**config.mk**
```make
export PLATFORM = sky130hd
export DESIGN_NAME = product_accumulator
export DESIGN_NICKNAME = d
export VERILOG_FILES = /design/src/rtl/product_accumulator.sv
export SDC_FILE = /design/constraint.sdc
export NUM_CORES = 1
export LEC_CHECK = 0
export BUFFER_PORTS_ARGS = -buffer_cell sky130_fd_sc_hd__buf_2
export CORE_ASPECT_RATIO = 1.75
export CORE_MARGIN = 5
export CORE_UTILIZATION = 45
export CTS_BUF_LIST = sky130_fd_sc_hd__clkbuf_4 sky130_fd_sc_hd__clkbuf_8 sky130_fd_sc_hd__clkbuf_16
export CTS_CLUSTER_DIAMETER = 200
export DETAILED_ROUTE_END_ITERATION = 7
export GPL_TIMING_DRIVEN = 0
export PLACE_DENSITY = 0.72
export SLEW_MARGIN = 20
export SYNTH_ARGS = -nofsm -noshare
export SYNTH_HDL_FRONTEND = slang
export SYNTH_SLANG_ARGS = --single-unit
```
**constraint.sdc**
```tcl
create_clock -name clk -period 2.2 [get_ports clk]
set_input_delay 0.11 -clock clk [delete_from_list [all_inputs] [get_ports clk]]
set_output_delay 0.11 -clock clk [all_outputs]
set_load 0.05 [all_outputs]
```
**src/rtl/product_accumulator.sv**
```systemverilog
// product_accumulator: accumulates framed multiplier products into a sum with saturating count and sticky overflow
module product_accumulator #(
  parameter int PW = 8,
  parameter int AW = 16,
  parameter int CW = 4
) (
  input  logic          clk,
  input  logic          rst,
  input  logic          in_valid,
  output logic          in_ready,
  input  logic [PW-1:0] in_prod,
  input  logic          in_last,
  output logic          out_valid,
  input  logic          out_ready,
  output logic [AW-1:0] out_sum,
  output logic [CW-1:0] out_count,
  output logic          out_ovf
);
  typedef enum logic [1:0] {IDLE, ACCUM, HOLD} state_t;
  state_t        state_q;
  logic [AW-1:0] acc_q, sum_q;
  logic [CW-1:0] cnt_q, count_q;
  logic          ovf_q, out_ovf_q, out_valid_q, in_ready_q;
  logic [AW:0]   add_d;
  logic [CW-1:0] cnt_d;
  logic          ovf_d;
  always_comb begin
    add_d = {1'b0, acc_q} + (AW+1)'(in_prod);
    cnt_d = &cnt_q ? cnt_q : cnt_q + CW'(1);
    ovf_d = ovf_q | add_d[AW];
  end
  always_ff @(posedge clk) begin
    if (rst) begin
      state_q     <= IDLE;
      acc_q       <= '0;
      cnt_q       <= '0;
      ovf_q       <= 1'b0;
      sum_q       <= '0;
      count_q     <= '0;
      out_ovf_q   <= 1'b0;
      out_valid_q <= 1'b0;
      in_ready_q  <= 1'b1;
    end else begin
      case (state_q)
        IDLE, ACCUM: if (in_valid && in_ready_q) begin
          if (in_last) begin
            sum_q       <= add_d[AW-1:0];
            count_q     <= cnt_d;
            out_ovf_q   <= ovf_d;
            out_valid_q <= 1'b1;
            acc_q       <= '0;
            cnt_q       <= '0;
            ovf_q       <= 1'b0;
            in_ready_q  <= 1'b0;
            state_q     <= HOLD;
          end else begin
            acc_q   <= add_d[AW-1:0];
            cnt_q   <= cnt_d;
            ovf_q   <= ovf_d;
            state_q <= ACCUM;
          end
        end
        HOLD: if (out_ready) begin
          out_valid_q <= 1'b0;
          in_ready_q  <= 1'b1;
          state_q     <= IDLE;
        end
        default: begin
          in_ready_q <= 1'b1;
          state_q    <= IDLE;
        end
      endcase
    end
  end
  assign in_ready  = in_ready_q;
  assign out_valid = out_valid_q;
  assign out_sum   = sum_q;
  assign out_count = count_q;
  assign out_ovf   = out_ovf_q;
endmodule

```
# Word level (Yosys, flattened, before mapping)

Cells that the tools add are included.

Logic and storage cells: 43
Register bits: 46

Equal/unequal tests: 5
Add/sub/neg operators: 2
Reduce and logical (&&, ||, !) cells: 10
Bitwise gates (word level): 1
Mux-type cells: 16

Operators with widths:

| kind                  | count |
|---|---|
| $add A16 B8 Y17       | 1 |
| $mux W16              | 1 |
| $mux W4               | 2 |
| $reduce_and A4 Y1     | 2 |
| $mux W1               | 7 |
| $mux W2               | 3 |
| $ne A2 B2 Y1 const B  | 3 |
| $reduce_and A3 Y1     | 2 |
| $add A4 B1 Y4 const B | 1 |
| $pmux W1 S2           | 2 |
| $pmux W2 S2           | 1 |
| $reduce_and A2 Y1     | 2 |
| $eq A2 B1 Y1 const B  | 1 |
| $eq A2 B2 Y1 const B  | 1 |
| $logic_not A2 Y1      | 1 |
| $reduce_bool A2 Y1    | 1 |
| $reduce_or A2 Y1      | 1 |
| $logic_and A1 B1 Y1   | 1 |
| $or A1 B1 Y1          | 1 |

# Longest topological paths before layout

Depth after elaboration: 4
Depth in mapped cells: 7
Depth with buffers taken out: 7

# Least setup slack after synthesis

OpenSTA, ideal clock, no wires.

Kind: register -> register
Start: register acc_q[0]
End: register sum_q[8], in the netlist out_sum[8]
Stages on the path, launching flop included: 8
Clock period less this slack: 2.063 ns
Arrival: 1.978 ns
Data required time: 2.114 ns
Buffers on the path: 0
Path slack: 0.137 ns
Cell sequence: dfxtp_1 > ha_1 > fa_1 > a21o_1 > a221oi_1 > o21ai_0 > xnor2_1 > a211oi_1

Longest elaborated chain between the ends: 1

Ends and longest elaborated chain:

| item                     | RTL line | text |
|---|---|---|
| start: declaration       | 21       | `logic [AW-1:0] acc_q, sum_q;` |
| start signal: assignment | 57       | `acc_q <= add_d[AW-1:0];` |
| $add A16 B8 Y17          | 28       | `add_d = {1'b0, acc_q} + (AW+1)'(in_prod);` |
| end signal: assignment   | 47       | `sum_q <= add_d[AW-1:0];` |
| end: declaration         | 21       |  |

Every way passes these cells.
A chain may end at the register's enable or synchronous reset.

# Final worst setup path

Start: register acc_q[6]
End: register acc_q[11]

Longest elaborated chain between the ends: 2

Ends and longest elaborated chain:

| item            | RTL line | text |
|---|---|---|
| $add A16 B8 Y17 | 28       |  |
| $mux W16        | 46       | `if (in_last) begin` |

Every way passes these cells.

==> qor.tcl <==
set qor(fp.coreArea_um2) 5260
set qor(worst-setup-path-type) {reg -> reg}
set qor(number_of_antenna_violations_at_the_first_check_in_global_routing) 0
set qor(cts.htree.levels) 2
set qor(largest_net_degree_at_the_start_of_global_routing) 15
set qor(timing.critical_path.required_ns) 2.43
set qor(post-route-drc-count) 0
set qor(final_hold_vio_count) 0
set qor(yosysTopAreaCell) {sky130_fd_sc_hd__dfxtp_1}
set qor(worst_ir_drop_vdd_mv) 0.530
set qor(vias_per_std_cell) 5.97
set qor(routed_wl_um) 6370
set qor(synthesized_net_count) 306
set qor(path_clk_slew_ns) 0.09
set qor(via_count) 2279
set qor(cp_cell_sequence) {ha_1, nand4_2, nor3_2, nor2_2, or4_1, a31oi_1}
set qor(syn_inst) 283
set qor(antennaDiodeCount) 0
set qor(yosysTopAreaCellShare_pct) 38.2
set qor(final_max_slew_viol_count) 0
set qor(setup.worst_path.end_class) {flop}
set qor(hold_path_class) {in -> reg}
set qor(i_o_pin_cnt) 36
set qor(flow.area_growth_from_synthesis_pct) 17.9
set qor(critical-path-max-stage-delay_ns) 0.49
set qor(yosys.cell_types.count) 57
set qor(port_buffers) 35
set qor(kind_of_cell_adding_the_most_delay_to_the_critical_path) {simple AND/OR/NAND/NOR gates}
set qor(globalplace.congestion) 0.850
set qor(tritoncts_clock_tree) {done}
set qor(ys_seq_elements) 46
set qor(ys_async_sr_fraction_pct) 0
set qor(post_route_cells_drive_above_1_share_pct) 22.3
set qor(initial_core_util_pct) 45.9
set qor(synth_common_cells) {46 x sky130_fd_sc_hd__dfxtp_1, 34 x sky130_fd_sc_hd__a21oi_1, 33 x sky130_fd_sc_hd__nand2_1}
set qor(yosysMostFrequentCell) {sky130_fd_sc_hd__dfxtp_1}
set qor(cell_at_the_root_of_the_clock_tree) {sky130_fd_sc_hd__clkbuf_8}
set qor(die_w_um) 65.3
set qor(critical_path.startpoint_type) {flop}
set qor(synth_ff_type) {sky130_fd_sc_hd__dfxtp_1}
set qor(die_area_um2) 6980
set qor(final.period_utilization_pct) 98.2
set qor(placed_wire_length_estimate_um) 4660
set qor(slowest_stage) {sky130_fd_sc_hd__or4_1}
set qor(cp.buffers_inverters) 0
set qor(crit_arrival_ns) 2.39
set qor(startpoint) {acc_q[6]}
set qor(ant_nets) 0
set qor(detailed_place.area_um2) 2660
set qor(hold_bufs_inserted_after_cts) 0
set qor(setup-tns-final_ns) 0
set qor(layout_cell_area_excl_fill_um2) 2850
set qor(wire_per_inst_um) 16.7
set qor(first_global_vias) 2275
set qor(synth_sequential_area_ratio_pct) 38.2
set qor(clock_latency_ns) 0.30
set qor(total_power_uw) 1950
set qor(detailedRoute.firstIterationViolations) 119
set qor(synthTopCellsByArea) {sky130_fd_sc_hd__dfxtp_1 38%, sky130_fd_sc_hd__a21oi_1 7.1%, sky130_fd_sc_hd__nand2_1 5.1%, sky130_fd_sc_hd__ha_1 4.7%, sky130_fd_sc_hd__nor2_1 3.9%}
set qor(post_synth_design_cell_area_um2) 2410
set qor(stdcell_count) 382
set qor(clock-skew-final_ns) 0.00455
set qor(dpl.cell_count) 373
set qor(synth.avg_cell_area_um2) 8.52
set qor(p_leak_uw) 0.00114
set qor(drt-pass1-iter-count) 5
set qor(grt_pass1_wl_um) 10300
set qor(layout.nets) 349
set qor(synth.yosys.warnings) 0
set qor(floorplan.rows) 35
set qor(fp.dieH_um) 107
set qor(clock-sinks) 46
set qor(cts_inserted_buffers) 5
set qor(maxClockFrequency_mhz) 463
set qor(powerDensity_nw_per_um2) 685
set qor(timing.critical_path.fanout_max) 6
set qor(tightestPinTransition_ns) 0.586
set qor(reg2reg_launch_point) {acc_q[6]}
set qor(gr-usage-all-layers_pct) 18.8
set qor(fin_worst_hold_slack_ns) 0.0681
set qor(maxCapViolCount) 0
set qor(finalCriticalPeriod_ns) 2.16
set qor(synth_enable_flop_cells) 0
set qor(setup_viol) 0
set qor(outcome) {finished, final reports clean}
set qor(slew_headroom_pct) 60.9
set qor(globalRouteOverflowTotal) 0
set qor(launch_point_of_the_worst_hold_path) {out_ready}
set qor(clockBufferDepth) 2
[worst min-delay path, delay by kind of cell]
kind	cells	cell delay, ns
simple gates	1	0.07
buf+inv	1	0.09
compound gates	1	0.07
[power breakdown]
| group | switching (uW) | total [uW] | internal, uW |
|---|---|---|---|
| clock network | 299 | 651 | 352 |
| registers | 25.5 | 896 | 870 |
| logic | 273 | 402 | 129 |
[path summary, 6_finish.rpt]
| path | end | slack, ns | cells past startpoint |
|---|---|---|---|
| hold / removal | in_ready | 0.07 | 3 |
| hold reg to reg | out_count[0] | 0.45 | 2 |
| setup / recovery | acc_q[11] | 0.04 | 6 |
| setup reg to reg | acc_q[11] | 0.04 | 6 |
[state kept, by name, summed over array words and instances, names as in the netlist]
signal	count
acc_q	16
cnt_q	4
in_ready	1
out_count	4
out_ovf	1
out_sum	16
out_valid	1
ovf_q	1
state_q	2
[what timing repair did]
action / 4_1_cts / 5_1_grt
pin swaps: 0 / 3
setup buffers: 0 / 1
endpoints found under the setup margin: 2 / 9
gates resized for setup: 3 / 9
[stage by stage]
| stage | setup WS, ns | util (%) |
|---|---|---|
| floorplan | 0.137 | - |
| global placement | -0.0332 | 50.5 |
| detailed placement | -0.0939 | 50.5 |
| CTS | 0.00454 | 52.9 |
| global route | -0.0165 | 54.1 |
| finish | 0.0387 | 54.1 |
[cells in the final DEF, fill, tap and decap left out, types with 7 or more instances in the layout]
master and count:
sky130_fd_sc_hd__xnor2_1 8, sky130_fd_sc_hd__nand3_1 8, sky130_fd_sc_hd__a21oi_1 34, sky130_fd_sc_hd__clkbuf_1 8, sky130_fd_sc_hd__nor2_1 25, sky130_fd_sc_hd__o211ai_1 7
sky130_fd_sc_hd__buf_2 38, sky130_fd_sc_hd__a211oi_1 10, sky130_fd_sc_hd__and3_1 7, sky130_fd_sc_hd__clkbuf_8 8, sky130_fd_sc_hd__dfxtp_1 45, sky130_fd_sc_hd__nand2_1 33
[cell type report]
type                       count  area, um^2
inverter                       5        18.8
buffer                        18         114
multi-input combinational    214        1430
clock inverter                 2        37.5
fill                         518        2410
tap                           55        68.8
clock buffer                   6        76.3
timing repair buffer          36         183
sequential                    46         922
[metal layers]
layer	track usage [%]	part of all wire (%)	vias to the layer above
met5	0	0	-
met1	19.8	40	1074
met4	10.1	2.8	0
li1	-	-	1115
met2	34.6	53	71
met3	2.83	4.6	19
[cell families (layout without fill, tap and decap cells)]
logic type	Yosys count	count (layout)	share of synthesized area, %
AO/OA/AOI/OAI	83	83	22.5
XOR/XNOR	13	13	4.72
adder cells (fa/ha/maj)	10	10	5.50
buffers and inverters	23	67	5.50
flip-flops	46	46	38.2
multiplexers	3	3	1.24
AND/OR/NAND/NOR	105	105	22.4
No activity file was read; power rests on OpenSTA's default activity.
